<file path="src/rtl/dsa_pixel_store_simd.sv">
// rtl/dsa_pixel_store_simd.sv - SIMD output-pixel vector store unit
//
// Accepts vectors of SIMD_WIDTH 8-bit pixels tagged with a destination (x, y)
// and writes the in-bounds, enabled lanes one byte per cycle into the
// destination image memory. A pending slot in front of the active vector lets
// the producer hand over the next vector while the current one drains.
//
// Ports:
//   clk, rst            clock; asynchronous active-high reset
//   in_valid/in_ready   input vector handshake (transfer on both high at clk edge)
//   in_x, in_y          destination coordinate of lane 0
//   in_pix[SIMD_WIDTH]  lane pixel values
//   in_mask             per-lane write enable
//   dst_base_addr       destination image base address (captured per vector)
//   dst_width           destination image width        (captured per vector)
//   dst_height          destination image height       (captured per vector)
//   mem_write_en        byte write request
//   mem_addr, mem_wdata write address / data, held stable while stalled
//   mem_wr_ready        memory accepts the presented write this cycle
//   store_done          one-cycle pulse when a vector has been fully handled
//   lanes_written       writes issued for that vector (zero outside store_done)
//   write_count         total accepted writes since reset, wrapping
//   busy                vector in flight or pending slot occupied

module dsa_pixel_store_simd #(
  parameter int ADDR_WIDTH = 18,
  parameter int SIMD_WIDTH = 4
) (
  input  logic                              clk,
  input  logic                              rst,
  input  logic                              in_valid,
  output logic                              in_ready,
  input  logic [15:0]                       in_x,
  input  logic [15:0]                       in_y,
  input  logic [7:0]                        in_pix [SIMD_WIDTH],
  input  logic [SIMD_WIDTH-1:0]             in_mask,
  input  logic [ADDR_WIDTH-1:0]             dst_base_addr,
  input  logic [15:0]                       dst_width,
  input  logic [15:0]                       dst_height,
  output logic                              mem_write_en,
  output logic [ADDR_WIDTH-1:0]             mem_addr,
  output logic [7:0]                        mem_wdata,
  input  logic                              mem_wr_ready,
  output logic                              store_done,
  output logic [$clog2(SIMD_WIDTH+1)-1:0]   lanes_written,
  output logic [31:0]                       write_count,
  output logic                              busy
);

  localparam int LW = $clog2(SIMD_WIDTH + 1);
  localparam int IW = $clog2(SIMD_WIDTH);

  typedef enum logic [1:0] {
    ST_IDLE  = 2'd0,
    ST_ADDR  = 2'd1,
    ST_WRITE = 2'd2,
    ST_DONE  = 2'd3
  } state_t;

  state_t state;

  // Pending slot: filled by the input handshake, emptied into the active set.
  logic                  pend_valid;
  logic [15:0]           pend_x;
  logic [15:0]           pend_y;
  logic [7:0]            pend_pix [SIMD_WIDTH];
  logic [SIMD_WIDTH-1:0] pend_mask;
  logic [ADDR_WIDTH-1:0] pend_base;
  logic [15:0]           pend_w;
  logic [15:0]           pend_h;

  // Active vector being drained to memory.
  logic [15:0]           act_x;
  logic [15:0]           act_y;
  logic [7:0]            act_pix [SIMD_WIDTH];
  logic [SIMD_WIDTH-1:0] act_mask;
  logic [ADDR_WIDTH-1:0] act_base;
  logic [15:0]           act_w;
  logic [15:0]           act_h;

  logic [ADDR_WIDTH-1:0] row_base;
  logic [SIMD_WIDTH-1:0] remaining;
  logic [LW-1:0]         lane_cnt;
  logic [31:0]           wr_cnt;

  logic                  accept;
  logic                  load_pend;
  logic                  fire;
  logic [SIMD_WIDTH-1:0] lane_ok;
  logic [SIMD_WIDTH-1:0] write_set;
  logic [SIMD_WIDTH-1:0] rem_clr;
  logic [IW-1:0]         lane;
  logic [ADDR_WIDTH-1:0] row_base_n;
  logic [ADDR_WIDTH-1:0] cur_addr;

  // in_ready only looks at the registered slot state, so a slot that drains
  // at the same edge does not let a new vector in until the next cycle.
  assign in_ready  = !pend_valid;
  assign accept    = in_valid && !pend_valid;
  assign load_pend = pend_valid && ((state == ST_IDLE) || (state == ST_DONE));
  assign fire      = (state == ST_WRITE) && mem_wr_ready;

  // Lane bounds test uses a 17-bit compare so x+i cannot wrap back in range.
  always_comb begin
    lane_ok = '0;
    for (int i = 0; i < SIMD_WIDTH; i++) begin
      lane_ok[i] = (({1'b0, act_x} + 17'(i)) < {1'b0, act_w}) && (act_y < act_h);
    end
  end

  assign write_set = act_mask & lane_ok;

  // Lowest set bit of remaining selects the lane presented to memory.
  always_comb begin
    lane = '0;
    for (int i = SIMD_WIDTH - 1; i >= 0; i--) begin
      if (remaining[i]) begin
        lane = IW'(i);
      end
    end
  end

  // Clearing the lowest set bit removes exactly the lane just written.
  assign rem_clr    = remaining & (remaining - SIMD_WIDTH'(1));

  // All address arithmetic is done modulo 2^ADDR_WIDTH.
  assign row_base_n = act_base + (ADDR_WIDTH'(act_y) * ADDR_WIDTH'(act_w));
  assign cur_addr   = row_base + ADDR_WIDTH'(act_x) + ADDR_WIDTH'(lane);

  // Outputs decode state registers only; nothing from the inputs reaches them.
  assign mem_write_en  = (state == ST_WRITE);
  assign mem_addr      = (state == ST_WRITE) ? cur_addr : '0;
  assign mem_wdata     = (state == ST_WRITE) ? act_pix[lane] : 8'd0;
  assign store_done    = (state == ST_DONE);
  assign lanes_written = (state == ST_DONE) ? lane_cnt : '0;
  assign write_count   = wr_cnt;
  assign busy          = (state != ST_IDLE) || pend_valid;

  always_ff @(posedge clk or posedge rst) begin
    if (rst) begin
      state      <= ST_IDLE;
      pend_valid <= 1'b0;
      pend_x     <= '0;
      pend_y     <= '0;
      pend_pix   <= '{default: '0};
      pend_mask  <= '0;
      pend_base  <= '0;
      pend_w     <= '0;
      pend_h     <= '0;
      act_x      <= '0;
      act_y      <= '0;
      act_pix    <= '{default: '0};
      act_mask   <= '0;
      act_base   <= '0;
      act_w      <= '0;
      act_h      <= '0;
      row_base   <= '0;
      remaining  <= '0;
      lane_cnt   <= '0;
      wr_cnt     <= '0;
    end else begin
      // accept and load_pend are mutually exclusive: accept needs an empty slot.
      if (accept) begin
        pend_valid <= 1'b1;
        pend_x     <= in_x;
        pend_y     <= in_y;
        pend_pix   <= in_pix;
        pend_mask  <= in_mask;
        pend_base  <= dst_base_addr;
        pend_w     <= dst_width;
        pend_h     <= dst_height;
      end else if (load_pend) begin
        pend_valid <= 1'b0;
      end

      if (load_pend) begin
        act_x    <= pend_x;
        act_y    <= pend_y;
        act_pix  <= pend_pix;
        act_mask <= pend_mask;
        act_base <= pend_base;
        act_w    <= pend_w;
        act_h    <= pend_h;
        lane_cnt <= '0;
      end

      if (fire) begin
        wr_cnt <= wr_cnt + 32'd1;
      end

      case (state)
        ST_IDLE: begin
          if (pend_valid) begin
            state <= ST_ADDR;
          end
        end
        ST_ADDR: begin
          row_base  <= row_base_n;
          remaining <= write_set;
          state     <= (write_set == '0) ? ST_DONE : ST_WRITE;
        end
        ST_WRITE: begin
          if (mem_wr_ready) begin
            remaining <= rem_clr;
            lane_cnt  <= lane_cnt + LW'(1);
            if (rem_clr == '0) begin
              state <= ST_DONE;
            end
          end
        end
        ST_DONE: begin
          state <= pend_valid ? ST_ADDR : ST_IDLE;
        end
        default: state <= ST_IDLE;
      endcase
    end
  end

endmodule

</file>
<file path="config.mk">
export PLATFORM = sky130hd
export DESIGN_NAME = dsa_pixel_store_simd
export DESIGN_NICKNAME = d
export VERILOG_FILES = /design/src/rtl/dsa_pixel_store_simd.sv
export SDC_FILE = /design/constraint.sdc
export NUM_CORES = 1
export LEC_CHECK = 0
export CAP_MARGIN = 5
export CORE_ASPECT_RATIO = 0.9
export CORE_UTILIZATION = 53
export DETAILED_ROUTE_END_ITERATION = 8
export PLACE_DENSITY = 0.77
export SLEW_MARGIN = 20
export SYNTH_ARGS = -nofsm -noshare
export SYNTH_HDL_FRONTEND = slang
export SYNTH_SLANG_ARGS = --single-unit
export TNS_END_PERCENT = 20
</file>
<file path="constraint.sdc">
create_clock -name clk -period 11.6 [get_ports clk]
set_input_delay 2.9 -clock clk [delete_from_list [all_inputs] [get_ports clk]]
set_output_delay 2.9 -clock clk [all_outputs]
set_load 0.02 [all_outputs]
</file>
==> out/summary.json, run 1 <==
{
  "timing": {
    "max_slew.worst_pin.slew_ps": 928,
    "final.setup_skew_ps": 14.3,
    "report.final.setup_viol": 0,
    "drv_slew": 0,
    "maxSlewHeadroom_pct": 37.9,
    "tns_ps": 0,
    "rsz_0062_raised_after_global_routing": "no",
    "final_period_minus_worst_setup_slack_ps": 7990,
    "clock.fmax_ghz": 0.125,
    "worst_hold_slack_ps": 478,
    "min_period_over_period_pct": 68.9,
    "timing_hold_violations_final": 0
  },
  "setup_path": {
    "cp-start-kind": "flip-flop",
    "critical_path_peak_fanout": 9,
    "critical_path_startpoint": "remaining[2]$_DFFE_PP0P_",
    "critical_path.slowest_cell": "sky130_fd_sc_hd__clkdlybuf4s50_1",
    "worstReg2RegStart": "act_y[5]$_DFFE_PP0P_",
    "crit_path_max_incr_delay_ps": 680,
    "worst_setup_path_end_kind": "primary output",
    "timing_worst_setup_path_type": "reg -> out",
    "worst_r2r_path_depth": 18,
    "critical_path.cell_chain": "o21ai_2 -> fa_1 -> inv_1 -> ha_1 -> fa_1 -> a211o_1 -> a21oi_2 -> o21ai_1 -> a41oi_1 -> a211o_1 -> o21ai_1 -> a2111o_1 -> o311ai_1 -> clkdlybuf4s50_1",
    "worstPathRequired_ps": 8700,
    "worst-endpoint-arrival_ps": 5090
  },
  "clocking": {
    "htree_levels": 2,
    "clkTransAtPathRegs_ps": 50,
    "ctsResizeCount": 0,
    "clock_sinks": 296,
    "tritoncts": "yes",
    "worst_skew_pair.late_latency_ps": 530,
    "cts_setup_buffers": 0,
    "cts-root-to-sink-buffers": 3,
    "numCtsBuffers": 34,
    "clock-root-buffer": "sky130_fd_sc_hd__clkbuf_16",
    "ctsHoldBuffers": 0
  },
  "cells_and_area": {
    "area_delta_synth_final_pct": 16.8,
    "ratio_of_cells_with_drive_above_1_in_the_final_layout_pct": 14.1,
    "num-nets-final": 2477,
    "final_cells": 2565,
    "antenna-diode-count": 0
  },
  "grt": {
    "largest_net_degree_at_the_start_of_global_routing": 169,
    "global_route_wire_length_before_repair_um": 77400,
    "global_route.usage.total_pct": 25.0,
    "first_global_vias": 14800,
    "grt_antenna_before_repair": 0,
    "global_route.overflow_total": 0
  },
  "detailed_routing": {
    "met3RoutedLength_um": 2450,
    "drt.antenna.violating_nets": 0,
    "met2RoutedLength_um": 22200,
    "met1_length_um": 20600,
    "detailedRoute.firstIterationViolations": 728,
    "wirelength_um": 46700,
    "route.detailed.vias_per_inst": 5.48,
    "route.top_layer_used": "met4",
    "drc_errors": 0,
    "wire_per_inst_um": 18.2,
    "dr_total_vias": 14100,
    "dr.pass1.iters": 5
  },
  "hold_path": {
    "hp-class": "reg -> reg",
    "worstHoldStart": "write_count[31]$_DFFE_PP0P_",
    "worstHoldPathCells": 1
  },
  "synth": {
    "synthesis.area_um2": 20300,
    "yosys_warnings": 0,
    "flip_flop_and_latch_count_after_synthesis": 296,
    "synth-async-reset-ratio_pct": 100,
    "ys_top_cells_by_area": "sky130_fd_sc_hd__dfrtp_1, sky130_fd_sc_hd__fa_1, sky130_fd_sc_hd__mux2_2, sky130_fd_sc_hd__ha_1, sky130_fd_sc_hd__inv_1",
    "synthDistinctLibCells": 65,
    "synth_area_leader_cell": "sky130_fd_sc_hd__dfrtp_1",
    "number_of_flops_mapped_to_enable_cells_by_yosys": 0,
    "synth_instances": 1904,
    "synth-seq-area-share_pct": 36.5,
    "post_synth.cell_area_avg_um2": 10.7,
    "yosys_most_used_dff": "sky130_fd_sc_hd__dfrtp_1",
    "mappedNetlistNets": 2323,
    "synth.top_cell.area_share_pct": 36.5
  },
  "placement": {
    "buffer_ports.inserted": 186,
    "dp_cells": 2505,
    "post-dp-hpwl_um": 34900,
    "gpl.final_weighted_congestion": 0.930
  },
  "floorplan": {
    "die-height_um": 188,
    "ios": 187,
    "die_area_um2": 39100,
    "die_x_um": 208,
    "placeableCoreArea_um2": 37500,
    "initial_core_util_pct": 54.2,
    "floorplan.rows": 67
  },
  "status": {
    "run_status": "finished, final reports clean"
  },
  "run": {
    "drv.max_cap_violation_count": 0
  }
}
through the flow:
| stage | cell area, µm² | setup WS, ps | util (%) |
|---|---|---|---|
| floorplan | 20300 | 524 | - |
| global placement | 22600 | 4230 | 60.2 |
| detailed placement | 22600 | 4160 | 60.2 |
| CTS | 23700 | 3560 | 63.3 |
| global route | 23700 | 3290 | 63.3 |
| finish | 23700 | 3610 | 63.3 |
sequential cells by signal (all words and copies together) (netlist names), 2 cells and up:
name and flops:
pend_base 18, state 2, write_count 32, row_base 18
act_h 16, pend_h 16, act_mask 4, act_base 18
pend_x 16, act_w 16, act_pix 32, remaining 4
pend_w 16, lane_cnt 3, pend_y 16, act_y 16
act_x 16, pend_pix 32, pend_mask 4
placed cells by master (no fill, tap or decap), types with 4 or more instances in the layout:
cell / netlist / routed
sky130_fd_sc_hd__mux2_2: 205 / 205
sky130_fd_sc_hd__a21oi_1: 34 / 34
sky130_fd_sc_hd__a21o_1: 15 / 15
sky130_fd_sc_hd__clkdlybuf4s50_1: 0 / 186
sky130_fd_sc_hd__ha_1: 171 / 171
sky130_fd_sc_hd__and3_1: 8 / 8
sky130_fd_sc_hd__a221oi_1: 4 / 4
sky130_fd_sc_hd__a211o_1: 4 / 4
sky130_fd_sc_hd__clkinv_2: 0 / 4
sky130_fd_sc_hd__clkbuf_8: 0 / 9
sky130_fd_sc_hd__buf_4: 2 / 6
sky130_fd_sc_hd__nand2b_1: 7 / 7
sky130_fd_sc_hd__nor2b_1: 10 / 9
sky130_fd_sc_hd__inv_1: 244 / 243
sky130_fd_sc_hd__clkbuf_16: 0 / 35
sky130_fd_sc_hd__o21ai_0: 80 / 80
sky130_fd_sc_hd__and2_1: 86 / 86
sky130_fd_sc_hd__xor2_1: 40 / 40
sky130_fd_sc_hd__dfrtp_1: 296 / 296
sky130_fd_sc_hd__clkbuf_1: 61 / 5
sky130_fd_sc_hd__nand4_1: 13 / 13
sky130_fd_sc_hd__nand3_1: 28 / 28
sky130_fd_sc_hd__xnor2_1: 81 / 81
sky130_fd_sc_hd__fa_1: 126 / 126
sky130_fd_sc_hd__nand2_1: 215 / 215
sky130_fd_sc_hd__o21a_1: 9 / 9
sky130_fd_sc_hd__mux4_2: 8 / 8
sky130_fd_sc_hd__nor3_1: 17 / 17
sky130_fd_sc_hd__o211ai_1: 6 / 6
sky130_fd_sc_hd__nor2_1: 58 / 57
cells in the mapped netlist (6+ instances only):
cell type                    n
sky130_fd_sc_hd__a21o_1     15
sky130_fd_sc_hd__mux2_2    205
sky130_fd_sc_hd__mux4_2      8
sky130_fd_sc_hd__nor3_1     17
sky130_fd_sc_hd__buf_2      11
sky130_fd_sc_hd__o21ai_0    80
sky130_fd_sc_hd__nand4_1    13
sky130_fd_sc_hd__fa_1      126
sky130_fd_sc_hd__nor2b_1    10
sky130_fd_sc_hd__ha_1      171
sky130_fd_sc_hd__a21oi_1    34
sky130_fd_sc_hd__and2_1     86
sky130_fd_sc_hd__o21a_1      9
sky130_fd_sc_hd__and3_1      8
sky130_fd_sc_hd__inv_1     244
sky130_fd_sc_hd__xnor2_1    81
sky130_fd_sc_hd__dfrtp_1   296
sky130_fd_sc_hd__o211ai_1    6
sky130_fd_sc_hd__xor2_1     40
sky130_fd_sc_hd__nand2_1   215
sky130_fd_sc_hd__nand3_1    28
sky130_fd_sc_hd__nand2b_1    7
sky130_fd_sc_hd__nor2_1     58
sky130_fd_sc_hd__clkbuf_1   61
logic make-up (layout without fill, tap and decap cells):
kind of cell | count (synthesis) | in the layout | share of synthesized area, %
mux | 214 | 214 | 12.3
simple gates | 460 | 460 | 10.8
flops | 296 | 296 | 36.5
fa+ha+maj | 298 | 298 | 23.0
xor+xnor | 121 | 121 | 5.22
compound gates | 195 | 195 | 6.19
buf+inv | 320 | 498 | 6.03
critical path, delay by kind of cell (launching register included):
kind	cells	cell delay, ps
AO/OA/AOI/OAI	9	2370
adder cells (fa/ha/maj)	3	1010
buffers and inverters	2	730
flip-flops	1	440
final timing paths:
check | to | slack, ps
max | mem_addr[17] | 3610
min | write_count[31]$_DFFE_PP0P_ | 480
max reg2reg | row_base[16]$_DFFE_PP0P_ | 5470
min reg2reg | write_count[31]$_DFFE_PP0P_ | 480
max in group asynchronous | write_count[31]$_DFFE_PP0P_ | 7230
min in group asynchronous | pend_h[2]$_DFFE_PP0P_ | 2970
metal layers:
metal / vias to the layer above / GRT usage, %
li1: 6543 / -
met1: 7070 / 34.1
met5: - / 0
met4: 0 / 8.92
met3: 80 / 4.15
met2: 361 / 40.4
cell type report:
| class | instances | area (µm²) |
|---|---|---|
| Clock buffer | 49 | 1020 |
| Clock inverter | 11 | 133 |
| Fill cell | 2996 | 13800 |
| Inverter | 244 | 923 |
| Multi-Input combinational cell | 1288 | 11700 |
| Sequential cell | 296 | 7410 |
| Tap cell | 483 | 604 |
| Timing Repair Buffer | 194 | 1940 |
Power of run 1 is not shown: default switching activity piles up to over one toggle a cycle in this logic, so the estimate is an artifact.
==> inputs of run 2 (changes only) <==
--- a/config.mk
+++ b/config.mk
@@ -7,9 +7,9 @@
 export LEC_CHECK = 0
 export CAP_MARGIN = 5
 export CORE_ASPECT_RATIO = 0.9
-export CORE_UTILIZATION = 53
+export CORE_UTILIZATION = 59
 export DETAILED_ROUTE_END_ITERATION = 8
-export PLACE_DENSITY = 0.77
+export PLACE_DENSITY = 0.82
 export SLEW_MARGIN = 20
 export SYNTH_ARGS = -nofsm -noshare
 export SYNTH_HDL_FRONTEND = slang
==> constraint.sdc (replaced) <==
create_clock -name clk -period 7.8 [get_ports clk]
set_input_delay 1.95 -clock clk [delete_from_list [all_inputs] [get_ports clk]]
set_output_delay 1.95 -clock clk [all_outputs]
set_load 0.02 [all_outputs]
==> out/summary.json, run 2 (synthesis gave the netlist of run 1 again) <==
{
  "timing": {
    "drv_slew": 0,
    "final.setup_skew_ps": 17.1,
    "maxSlewHeadroom_pct": 29.7,
    "max_slew.worst_pin.slew_ps": 1050,
    "report.final.setup_viol": 0,
    "min_period_over_period_pct": 89.4,
    "clock.fmax_ghz": 0.143,
    "rsz_0062_raised_after_global_routing": "no",
    "final_period_minus_worst_setup_slack_ps": 6970,
    "tns_ps": 0,
    "timing_hold_violations_final": 0
  },
  "setup_path": {
    "critical_path_peak_fanout": 9,
    "critical_path.cell_chain": "nor2_1 -> o21ai_2 -> buf_4 -> fa_1 -> inv_1 -> ha_1 -> fa_1 -> a211o_1 -> a21oi_2 -> o21ai_1 -> a41oi_1 -> a211o_1 -> o21ai_1 -> a2111o_1 -> o311ai_1 -> clkdlybuf4s50_1",
    "timing_worst_setup_path_type": "reg -> out",
    "critical_path.slowest_cell": "sky130_fd_sc_hd__clkdlybuf4s50_1",
    "timing.critical_path.buf_inv": 3,
    "cp-start-kind": "flip-flop",
    "critical_path.top_delay_family": "compound AO/OA/AOI/OAI gates",
    "worst_setup_path_end_kind": "primary output",
    "crit_path_max_incr_delay_ps": 680,
    "worst-endpoint-arrival_ps": 5020,
    "worstPathRequired_ps": 5850
  },
  "detailed_routing": {
    "drt.antenna.violating_nets": 0,
    "route.top_layer_used": "met5",
    "route.detailed.vias_per_inst": 5.59,
    "wirelength_um": 46900,
    "wire_per_inst_um": 18.4,
    "met3RoutedLength_um": 3130,
    "detailedRoute.firstIterationViolations": 818,
    "drc_errors": 0,
    "dr_total_vias": 14200,
    "dr.pass1.iters": 5,
    "met2RoutedLength_um": 22000,
    "met1_length_um": 20100
  },
  "cells_and_area": {
    "antenna-diode-count": 0,
    "layout.cells.most_common_list": "sky130_fd_sc_hd__dfrtp_1, sky130_fd_sc_hd__inv_1, sky130_fd_sc_hd__nand2_1, sky130_fd_sc_hd__mux2_2, sky130_fd_sc_hd__clkdlybuf4s50_1",
    "num-nets-final": 2482,
    "area_delta_synth_final_pct": 17.1,
    "ratio_of_cells_with_drive_above_1_in_the_final_layout_pct": 14.1,
    "design_area_um2": 23800,
    "number_of_fillers_in_the_final_layout": 2496,
    "layout.cells.most_common": "sky130_fd_sc_hd__dfrtp_1",
    "final_cells": 2547
  },
  "clocking": {
    "clock-root-buffer": "sky130_fd_sc_hd__clkbuf_16",
    "ctsHoldBuffers": 0,
    "numCtsBuffers": 34,
    "cts-root-to-sink-buffers": 3,
    "cts_setup_buffers": 0,
    "clkTransAtPathRegs_ps": 60,
    "worst_skew_pair.late_latency_ps": 550,
    "htree_levels": 2,
    "tritoncts": "yes",
    "ctsResizeCount": 0,
    "clock_sinks": 296
  },
  "floorplan": {
    "die-height_um": 178,
    "placeableCoreArea_um2": 34000,
    "die_area_um2": 35200,
    "initial_core_util_pct": 59.8,
    "die_x_um": 198,
    "ios": 187,
    "floorplan.rows": 64
  },
  "grt": {
    "first_global_vias": 15000,
    "grt_antenna_before_repair": 1,
    "global_route.usage.total_pct": 28.1,
    "global_route_wire_length_before_repair_um": 77100,
    "largest_net_degree_at_the_start_of_global_routing": 165,
    "global_route.overflow_total": 0
  },
  "run": {
    "drv.max_cap_violation_count": 0
  },
  "placement": {
    "gpl.final_weighted_congestion": 0.920,
    "dp_cells": 2489,
    "post-dp-hpwl_um": 34400,
    "buffer_ports.inserted": 186,
    "dpl_cell_area_um2": 22600
  },
  "status": {
    "run_status": "finished, final reports clean"
  },
  "hold_path": {
    "hp-class": "reg -> reg"
  }
}
run 2: metal layers:
metal  up-vias  GRT usage (%)
met3       122           5.26
met2       474           45.6
met5         -              0
met1      7079           37.7
li1       6564              -
met4         2           10.7
run 2: worst paths after layout:
kind                                        startpoint                     endpoint  slack [ps]  cells past startpoint
max in group asynchronous                          rst     row_base[15]$_DFFE_PP0P_        4290                      4
setup / recovery              remaining[0]$_DFFE_PP0P_                 mem_addr[17]         830                     16
hold reg to reg            write_count[31]$_DFFE_PP0P_  write_count[31]$_DFFE_PP0P_         470                      1
hold / removal             write_count[31]$_DFFE_PP0P_  write_count[31]$_DFFE_PP0P_         470                      1
min in group asynchronous                          rst         act_x[4]$_DFFE_PP0P_        2030                      3
setup reg to reg                  act_w[3]$_DFFE_PP0P_     row_base[17]$_DFFE_PP0P_        1840                     19
run 2: worst register-to-register path, cell delays in order, from the launching register on:
cell                      delay [ps]
sky130_fd_sc_hd__dfrtp_1         880
sky130_fd_sc_hd__nand2_1         180
sky130_fd_sc_hd__fa_1            570
sky130_fd_sc_hd__inv_1            50
sky130_fd_sc_hd__fa_1            450
sky130_fd_sc_hd__ha_1            230
sky130_fd_sc_hd__fa_1            540
sky130_fd_sc_hd__inv_1            50
sky130_fd_sc_hd__fa_1            480
sky130_fd_sc_hd__fa_1            550
sky130_fd_sc_hd__inv_1            40
sky130_fd_sc_hd__ha_1            330
sky130_fd_sc_hd__nor3_1           70
sky130_fd_sc_hd__nor2_1          240
sky130_fd_sc_hd__o41a_1          260
sky130_fd_sc_hd__a21o_1          170
sky130_fd_sc_hd__nor2b_1          70
sky130_fd_sc_hd__o31ai_1         290
sky130_fd_sc_hd__xnor2_1         120
sky130_fd_sc_hd__mux2_2          270
run 2: area by class of cell:
type                       instances  area (µm²)  share of cell area [%]
clock buffer                      47         970                    4.08
inverter                         244         920                    3.87
tap                              462         578                    2.43
sequential                       296        7410                    31.2
multi-input combinational       1288       11700                    49.2
clock inverter                    11         211                   0.889
timing repair buffer             199        2000                    8.40
run 2: metrics by stage:
step	setup WS (ps)	hold slack, ps	util [%]
floorplan	1920	443	-
global placement	1520	457	66.6
detailed placement	1390	462	66.6
CTS	799	474	70.0
global route	566	487	70.0
finish	827	466	70.0
Power of run 2 is left out for the same reason.
